**src/rtl/cgra_stream_tester_pkg.sv**
```systemverilog
// Shared types and constants for the CGRA pad stream tester.
// Config ROM entries pack {addr, data} into 64 bits.
package cgra_stream_tester_pkg;

  typedef enum logic [2:0] {
    StIdle,
    StConfig,
    StSettle,
    StRun,
    StDone
  } state_e;

  localparam int unsigned SETTLE_CYCLES = 4;

  localparam int unsigned CFG_FIELD_W  = 32;
  localparam int unsigned CFG_ADDR_LSB = 32;
  localparam int unsigned CFG_DATA_LSB = 0;

  function automatic logic [CFG_FIELD_W-1:0] cfg_addr_field(input logic [63:0] entry);
    return entry[CFG_ADDR_LSB +: CFG_FIELD_W];
  endfunction

  function automatic logic [CFG_FIELD_W-1:0] cfg_data_field(input logic [63:0] entry);
    return entry[CFG_DATA_LSB +: CFG_FIELD_W];
  endfunction

endpackage

```
**src/rtl/cgra_delay_line.sv**
```systemverilog
// Fixed-depth shift register with a runtime tap; tap 0 passes the input straight through.
module cgra_delay_line #(
  parameter int unsigned Width = 16,
  parameter int unsigned Depth = 16
) (
  input  logic                       clk_i,
  input  logic                       reset_i,
  input  logic [Width-1:0]           din_i,
  input  logic [$clog2(Depth+1)-1:0] tap_i,
  output logic [Width-1:0]           dout_o
);

  localparam int unsigned TapW = $clog2(Depth + 1);

  logic [Depth*Width-1:0] line_q;

  always_ff @(posedge clk_i) begin
    if (reset_i) begin
      line_q <= '0;
    end else begin
      line_q[Width-1:0] <= din_i;
      for (int unsigned i = 1; i < Depth; i++) begin
        line_q[i*Width +: Width] <= line_q[(i-1)*Width +: Width];
      end
    end
  end

  always_comb begin
    dout_o = din_i;
    for (int unsigned i = 1; i <= Depth; i++) begin
      if (tap_i == TapW'(i)) dout_o = line_q[(i-1)*Width +: Width];
    end
  end

endmodule

```
**src/rtl/cgra_stream_tester.sv**
```systemverilog
// Loads CGRA config from a ROM, streams counting patterns into the pads and checks the
// returned streams against a delayed, shifted copy of what was driven.
module cgra_stream_tester
  import cgra_stream_tester_pkg::*;
#(
  parameter int unsigned DATA_W  = 16,
  parameter int unsigned NUM_CH  = 1,
  parameter int unsigned LAT_MAX = 16,
  parameter int unsigned CFG_AW  = 10
) (
  input  logic                         clk_in,
  input  logic                         reset_in,
  input  logic                         start,
  input  logic [CFG_AW:0]              cfg_count,
  output logic [CFG_AW-1:0]            cfg_rd_addr,
  input  logic [63:0]                  cfg_rd_data,
  output logic [31:0]                  config_addr_out,
  output logic [31:0]                  config_data_out,
  input  logic [$clog2(LAT_MAX+1)-1:0] latency,
  input  logic [1:0]                   shift,
  input  logic [31:0]                  run_cycles,
  output logic [NUM_CH*DATA_W-1:0]     pad_drive,
  input  logic [NUM_CH*DATA_W-1:0]     pad_sense,
  output logic                         busy,
  output logic                         done,
  output logic                         pass,
  output logic [15:0]                  err_count,
  output logic [1:0]                   first_err_ch
);

  localparam int unsigned LatW = $clog2(LAT_MAX + 1);

  state_e              state_q;
  logic [CFG_AW:0]     cfg_count_q;
  logic [31:0]         run_cycles_q;
  logic [31:0]         run_cnt_q;
  logic [LatW-1:0]     lat_q;
  logic [1:0]          shift_q;
  logic [2:0]          settle_cnt_q;
  // Read pipeline: issue -> ROM data valid -> output register holds entry.
  logic                iss_q, vld_q, vld_last_q, out_last_q;
  logic                iss_last;
  logic [LatW-1:0]     lat_clamped;

  logic [NUM_CH*DATA_W-1:0] delayed;
  logic [NUM_CH-1:0]        mismatch;
  logic                     check_en;
  logic [2:0]               n_err;
  logic [1:0]               first_ch;
  logic [16:0]              err_sum;
  logic [15:0]              err_d;

  for (genvar c = 0; c < NUM_CH; c++) begin : g_ch
    cgra_delay_line #(
      .Width(DATA_W),
      .Depth(LAT_MAX)
    ) u_delay (
      .clk_i  (clk_in),
      .reset_i(reset_in),
      .din_i  (pad_drive[c*DATA_W +: DATA_W]),
      .tap_i  (lat_q),
      .dout_o (delayed[c*DATA_W +: DATA_W])
    );
  end

  assign lat_clamped = (32'(latency) > LAT_MAX) ? LatW'(LAT_MAX) : latency;
  assign iss_last    = iss_q && ({1'b0, cfg_rd_addr} == cfg_count_q - 1'b1);
  assign check_en    = (state_q == StRun) && (run_cnt_q >= 32'(lat_q));

  always_comb begin
    mismatch = '0;
    n_err    = '0;
    first_ch = '0;
    for (int c = NUM_CH - 1; c >= 0; c--) begin
      mismatch[c] = pad_sense[c*DATA_W +: DATA_W] != (delayed[c*DATA_W +: DATA_W] << shift_q);
      if (mismatch[c]) begin
        n_err    = n_err + 3'd1;
        first_ch = 2'(c);
      end
    end
    err_sum = {1'b0, err_count} + 17'(n_err);
    err_d   = err_count;
    if (check_en) err_d = err_sum[16] ? 16'hFFFF : err_sum[15:0];
  end

  always_ff @(posedge clk_in) begin
    if (reset_in) begin
      state_q         <= StIdle;
      cfg_count_q     <= '0;
      run_cycles_q    <= '0;
      run_cnt_q       <= '0;
      lat_q           <= '0;
      shift_q         <= '0;
      settle_cnt_q    <= '0;
      iss_q           <= 1'b0;
      vld_q           <= 1'b0;
      vld_last_q      <= 1'b0;
      out_last_q      <= 1'b0;
      cfg_rd_addr     <= '0;
      config_addr_out <= '0;
      config_data_out <= '0;
      pad_drive       <= '0;
      busy            <= 1'b0;
      done            <= 1'b0;
      pass            <= 1'b0;
      err_count       <= '0;
      first_err_ch    <= '0;
    end else begin
      vld_q      <= iss_q;
      vld_last_q <= iss_last;
      out_last_q <= vld_last_q;
      unique case (state_q)
        StIdle, StDone: begin
          if (start) begin
            cfg_count_q  <= cfg_count;
            run_cycles_q <= run_cycles;
            lat_q        <= lat_clamped;
            shift_q      <= shift;
            settle_cnt_q <= '0;
            err_count    <= '0;
            first_err_ch <= '0;
            pass         <= 1'b0;
            done         <= 1'b0;
            busy         <= 1'b1;
            if (cfg_count != '0) begin
              state_q     <= StConfig;
              iss_q       <= 1'b1;
              cfg_rd_addr <= '0;
            end else begin
              state_q <= StSettle;
            end
          end
        end
        StConfig: begin
          if (iss_q) begin
            if (iss_last) begin
              iss_q       <= 1'b0;
              cfg_rd_addr <= '0;
            end else begin
              cfg_rd_addr <= cfg_rd_addr + 1'b1;
            end
          end
          config_addr_out <= vld_q ? cfg_addr_field(cfg_rd_data) : '0;
          config_data_out <= vld_q ? cfg_data_field(cfg_rd_data) : '0;
          if (out_last_q) state_q <= StSettle;
        end
        StSettle: begin
          if (settle_cnt_q == 3'(SETTLE_CYCLES - 1)) begin
            if (run_cycles_q == '0) begin
              state_q <= StDone;
              busy    <= 1'b0;
              done    <= 1'b1;
              pass    <= (err_count == '0);
            end else begin
              state_q   <= StRun;
              run_cnt_q <= '0;
              for (int unsigned c = 0; c < NUM_CH; c++) begin
                pad_drive[c*DATA_W +: DATA_W] <= DATA_W'(c);
              end
            end
          end else begin
            settle_cnt_q <= settle_cnt_q + 3'd1;
          end
        end
        StRun: begin
          err_count <= err_d;
          // err_count stays nonzero once set, so zero marks "no mismatch seen yet".
          if (check_en && (mismatch != '0) && (err_count == '0)) first_err_ch <= first_ch;
          run_cnt_q <= run_cnt_q + 32'd1;
          if (run_cnt_q == run_cycles_q - 32'd1) begin
            state_q   <= StDone;
            busy      <= 1'b0;
            done      <= 1'b1;
            pass      <= (err_d == '0);
            pad_drive <= '0;
          end else begin
            for (int unsigned c = 0; c < NUM_CH; c++) begin
              pad_drive[c*DATA_W +: DATA_W] <= pad_drive[c*DATA_W +: DATA_W] + 1'b1;
            end
          end
        end
        default: state_q <= StIdle;
      endcase
    end
  end

endmodule

```
**config.mk**
```make
export PLATFORM = sky130hd
export DESIGN_NAME = cgra_stream_tester
export DESIGN_NICKNAME = d
export VERILOG_FILES = /design/src/rtl/cgra_stream_tester_pkg.sv /design/src/rtl/cgra_delay_line.sv /design/src/rtl/cgra_stream_tester.sv
export SDC_FILE = /design/constraint.sdc
export NUM_CORES = 1
export LEC_CHECK = 0
export CAP_MARGIN = 15
export CELL_PAD_IN_SITES_DETAIL_PLACEMENT = 0
export CELL_PAD_IN_SITES_GLOBAL_PLACEMENT = 1
export CORE_MARGIN = 2
export CORE_UTILIZATION = 45
export CTS_CLUSTER_SIZE = 40
export DETAILED_ROUTE_END_ITERATION = 8
export MAX_ROUTING_LAYER = met4
export PLACE_DENSITY = 0.93
export REMOVE_ABC_BUFFERS = 1
export SKIP_CTS_REPAIR_TIMING = 1
export SYNTH_ARGS = -nofsm -noshare
export SYNTH_HDL_FRONTEND = slang
export SYNTH_SLANG_ARGS = --single-unit
```
**constraint.sdc**
```tcl
create_clock -name clk_in -period 12.81 [get_ports clk_in]
set_input_delay 2.562 -clock clk_in [delete_from_list [all_inputs] [get_ports clk_in]]
set_output_delay 2.562 -clock clk_in [all_outputs]
set_load 0.05 [all_outputs]
```
==> qor_table.md <==
| Group | Result | This run |
|:---|:---|:---|
| sta | Worst Clk Skew | 26.5 ps |
| critical path | Kind of cell adding the most delay to the critical path | simple AND/OR/NAND/NOR gates |
| floorplanning | Die extent in y | 218 um |
| synthesis | YS warnings | 0 |
| global routing | Remaining global-route overflow | 0 |
| detailed routing | Mean number of vias per cell | 5.75 |
| detailed routing | Starting DRC count in detailed routing | 1,615 |
| floorplanning | Core region area | 45,300 sq um |
| critical path | Maximum fanout along the worst path | 69 |
| sta | Setup-failing EPs final | 0 |
| synthesis | Share of flip-flops with an asynchronous set or reset | 0% |
| power and ir drop | Register share of total power | 38.1% |
| clock tree | CTS max path bufs | 3 |
| critical path | Ordered cell list for the critical path | buf_4, or3b_1, nor2_1, a221oi_1, nor3_1, o22ai_1, mux2i_1, xnor2_1, nor2_1, a2111oi_0, and4_1, nand4_1, ha_1, ha_1, nand3_1, nor3_1, or2_2, mux2i_1, o2111ai_1, or3b_2, nor4_1, nor4_1, nor3_1 |
| final layout | Fraction of layout cells with a size suffix above 1 | 5.68% |
| global routing | Number of antenna violations at the first check in global routing | 1 |
| critical path | Internal reg-to-reg setup slack | 5800 ps |
| power and ir drop | Power density relative to cell area | 163 nW/um^2 |
| clock tree | Clock sinks | 457 |
| power and ir drop | Max rail drop VDD | 0.0978 mV |
| final layout | Sequential cell area | 9150 sq um |
| final layout | Net count of the finished layout | 2,770 |
| placed design | Detailed-placement wirelength estimate | 45.9 mm |
| global routing | Global-route wire length before repair | 102 mm |
| sta | Worst-margin pin slew | 1170 ps |
| sta | RSZ-0062 raised after global routing | false |
| sta | Setup total negative slack | 0 ps |
| critical path | Sort of element at the start of the critical path | flip-flop |
| power and ir drop | Fraction of power consumed by the clock network | 35.9% |
| critical path | Origin of the worst setup path | lat_q[0] |
| power and ir drop | Reported leakage power | 8.81 nW |
| flow run | Number of maximum-capacitance violations | 0 |
| sta | Min Tclk post-route | 7010 ps |
| sta | Number of failing hold endpoints at the final stage | 0 |
| final layout | Combined area of the multi-input logic cells | 10,600 sq um |
| synthesis | Synth cell types | 88 |
| global routing | Largest net degree at the start of global routing | 203 |
| synthesis | Post-Synthesis Cell Area | 20,600 sq um |
| power and ir drop | Power share of the combinational group | 26.0% |
| placed design | Final RePlAce weighted congestion | 0.943 |
| critical path | Data arrival time at the worst-slack endpoint | 7510 ps |
| worst hold path | Sink of the worst hold path | g_ch[0].u_delay.line_q[81] |
| power and ir drop | Int Pwr | 2.72 mW |
| floorplanning | Die Footprint | 47,500 sq um |
| synthesis | Average instance area after synthesis | 8.34 sq um |
| critical path | Worst Path Class, Setup | reg2reg |
| power and ir drop | Switching pwr | 1.35 mW |
| final layout | Area Growth Syn to Fin | 21.5% |
| floorplanning | I/O pin cnt | 244 |
| detailed routing | Routed WL per cell | 19.9 um |
| worst hold path | Min-delay worst type | reg2reg |
| run status | Result of the run | completed |
| worst hold path | Hold-critical path depth | 2 |
| synthesis | Most common flop cell mapped by yosys | dfxtp_1 |
| final layout | Number of fill cells | 4,184 |
| floorplanning | Starting density of the core | 45.5% |
| critical path | Kind of capture point of the worst setup path | flip-flop |
| global routing | Vias in the first global route | 18.0k |
| detailed routing | Count of TritonRoute iterations in the first routing pass | 6 |
| placed design | Quantity of I/O buffers inserted on ports | 241 |
| floorplanning | Number of rows created at floorplan | 78 |
| critical path | Buf/Inv on CP | 1 |
| critical path | CP max-delay cell | buf_4 |
| sta | Top achievable clock speed | 0.143 GHz |
| synthesis | Number of instances in the synthesized netlist | 2,471 |
| critical path | Delay contributed by the slowest stage of the critical path | 590 ps |
| clock tree | CTS Buf Count | 49 |
| clock tree | Worst-path clk slew | 60 ps |
| clock tree | Clock root buffer | clkbuf_16 |
| floorplanning | Width of the die | 218 um |
| detailed routing | Antenna-violating nets left | 0 |
| synthesis | Post-synth EDFFs | 0 |
| critical path | FF-to-FF path depth | 23 |
| critical path | R2R Path Start | lat_q[0] |
| clock tree | Clock tree from TritonCTS | yes |
| detailed routing | Total via count in the routed design | 18.8k |
| global routing | Combined global-route utilization of all metal layers | 27.6% |
| power and ir drop | Switching power as a share of total power | 33.2% |
| clock tree | Clk_lat worst skew | 600 ps |
| detailed routing | Final wirelength | 65.0 mm |
| synthesis | FF+latch count, synth | 457 |
| detailed routing | Detailed-route DRC error count | 0 |
| clock tree | Clock H-tree levels | 2 |
| critical path | Endpoint of the worst register-to-register path | pass |
| critical path | CP most frequent cell | nor3_1 |
| sta | Max-Slew Margin vs Limit | 21.9% |
| worst hold path | Origin of the worst min-delay path | g_ch[0].u_delay.line_q[65] |
| sta | Final cycle utilization of the critical path | 54.7% |
| synthesis | Share of synthesized area occupied by flip-flops and latches | 44.4% |
| critical path | Required arrival time at the worst endpoint | 13,310 ps |
| sta | Slew Viols, Final | 0 |
| sta | Worst path setup slack after routing | 5800 ps |
| placed design | Worst slack at placement | 5870 ps |
[worst max-delay path by stage]
stage	to	slack [ps]	cells past startpoint
2_1_floorplan	pass	6780	22
3_3_place_gp	pass	5850	18
3_5_place_dp	pass	5870	18
4_1_cts	pass	5890	23
5_1_grt	pass	5220	23
6_report	pass	5800	23
[cells by family after synthesis]
logic type / share of synthesized area, %
AOI/OAI and AO/OA: 17.5
xor gates and xnor gates: 4.97
buffers and inverters: 4.11
DFF: 44.4
adders and majority gates: 0.850
other: 0.0182
and+or+nand+nor: 27.1
muxes: 1.09
[tightest hold or removal path: stages (launching register included)]
cell and delay (ps):
dfxtp_1 300, inv_1 60, nor2_1 40
[cell usage after synthesis (9+ instances only)]
| cell | n | area (sq um) |
|---|---|---|
| a211oi_1 | 19 | 143 |
| a21o_1 | 9 | 67.6 |
| a21oi_1 | 223 | 1120 |
| a221oi_1 | 16 | 140 |
| a22o_1 | 10 | 87.6 |
| a22oi_1 | 17 | 128 |
| a31oi_1 | 18 | 113 |
| and2_1 | 9 | 56.3 |
| and3_1 | 14 | 87.6 |
| buf_1 | 9 | 33.8 |
| clkbuf_1 | 154 | 578 |
| dfxtp_1 | 457 | 9150 |
| ha_1 | 14 | 175 |
| inv_1 | 49 | 184 |
| mux2i_1 | 19 | 190 |
| nand2_1 | 252 | 946 |
| nand2b_1 | 21 | 131 |
| nand3_1 | 113 | 566 |
| nand3b_1 | 13 | 97.6 |
| nand4_1 | 29 | 181 |
| nor2_1 | 180 | 676 |
| nor2_2 | 11 | 68.8 |
| nor2b_1 | 262 | 1640 |
| nor3_1 | 56 | 280 |
| nor3b_1 | 9 | 67.6 |
| nor4_1 | 33 | 206 |
| o211ai_1 | 15 | 113 |
| o21ai_0 | 75 | 375 |
| o22ai_1 | 31 | 194 |
| or2_2 | 10 | 62.6 |
| or3_1 | 24 | 150 |
| xnor2_1 | 68 | 596 |
| xor2_1 | 49 | 429 |
[area by class of cell]
class | count | area share, %
Inverter | 53 | 0.794
Clock buffer | 72 | 5.68
Sequential cell | 457 | 36.5
Tap cell | 600 | 3.00
Antenna cell | 1 | 0.00999
Multi-Input combinational cell | 1794 | 42.5
Clock inverter | 15 | 0.904
Timing Repair Buffer | 268 | 10.6
[cell usage in the layout, fill, tap and decap left out, types with 10 or more instances in the layout]
| master | instances |
|---|---|
| a211oi_1 | 19 |
| a21oi_1 | 223 |
| a221oi_1 | 16 |
| a22o_1 | 10 |
| a22oi_1 | 17 |
| a31oi_1 | 18 |
| and3_1 | 14 |
| buf_4 | 24 |
| clkbuf_1 | 12 |
| clkbuf_16 | 49 |
| clkbuf_8 | 11 |
| clkdlybuf4s50_1 | 240 |
| dfxtp_1 | 454 |
| ha_1 | 14 |
| inv_1 | 49 |
| mux2i_1 | 19 |
| nand2_1 | 251 |
| nand2b_1 | 21 |
| nand3_1 | 113 |
| nand3b_1 | 13 |
| nand4_1 | 29 |
| nor2_1 | 180 |
| nor2_2 | 11 |
| nor2b_1 | 262 |
| nor3_1 | 54 |
| nor4_1 | 33 |
| o211ai_1 | 15 |
| o21ai_0 | 75 |
| o22ai_1 | 31 |
| or2_2 | 10 |
| or3_1 | 23 |
| xnor2_1 | 68 |
| xor2_1 | 49 |
[per-layer routing]
metal  vias to the layer above  part of all wire [%]  global-route usage (%)
li1                       8948                     -                       -
met1                      8983                    43                    35.4
met2                       680                    47                    43.6
met3                       139                   6.1                    3.71
met4                         0                   3.9                    11.7
met5                         -                     0                       -
[power groups by stage]
stage	sequential (mW)	clock [mW]	combinational, mW
after floorplan	1.64	0	0.606
after global placement	1.59	0	1.01
after detailed placement	1.59	0	1.02
after CTS	1.56	1.48	1.03
after global routing	1.56	1.54	1.15
final	1.55	1.46	1.06
[state kept, by name, summed over array words and instances, names as in the netlist, 3 cells and up]
| signal | count |
|---|---|
| g_ch.u_delay.line_q | 256 |
| config_addr_out | 32 |
| config_data_out | 32 |
| run_cnt_q | 32 |
| run_cycles_q | 32 |
| err_count | 16 |
| pad_drive | 16 |
| cfg_count_q | 11 |
| cfg_rd_addr | 10 |
| lat_q | 5 |
| settle_cnt_q | 3 |
| state_q | 3 |
[metrics by stage]
step | cells | hold WS [ps] | instance area, sq um | util [%] | total power, mW
after floorplan | 2304 | 407 | 20000 | - | 2.25
after global placement | 3170 | 422 | 23300 | 51.6 | 2.60
after detailed placement | 3170 | 430 | 23300 | 51.6 | 2.62
after CTS | 3257 | 439 | 25000 | 55.2 | 4.07
after global routing | 3260 | 450 | 25000 | 55.3 | 4.25
final | 3260 | 435 | 25000 | 55.3 | 4.07
(Power assumes the default switching activity.)
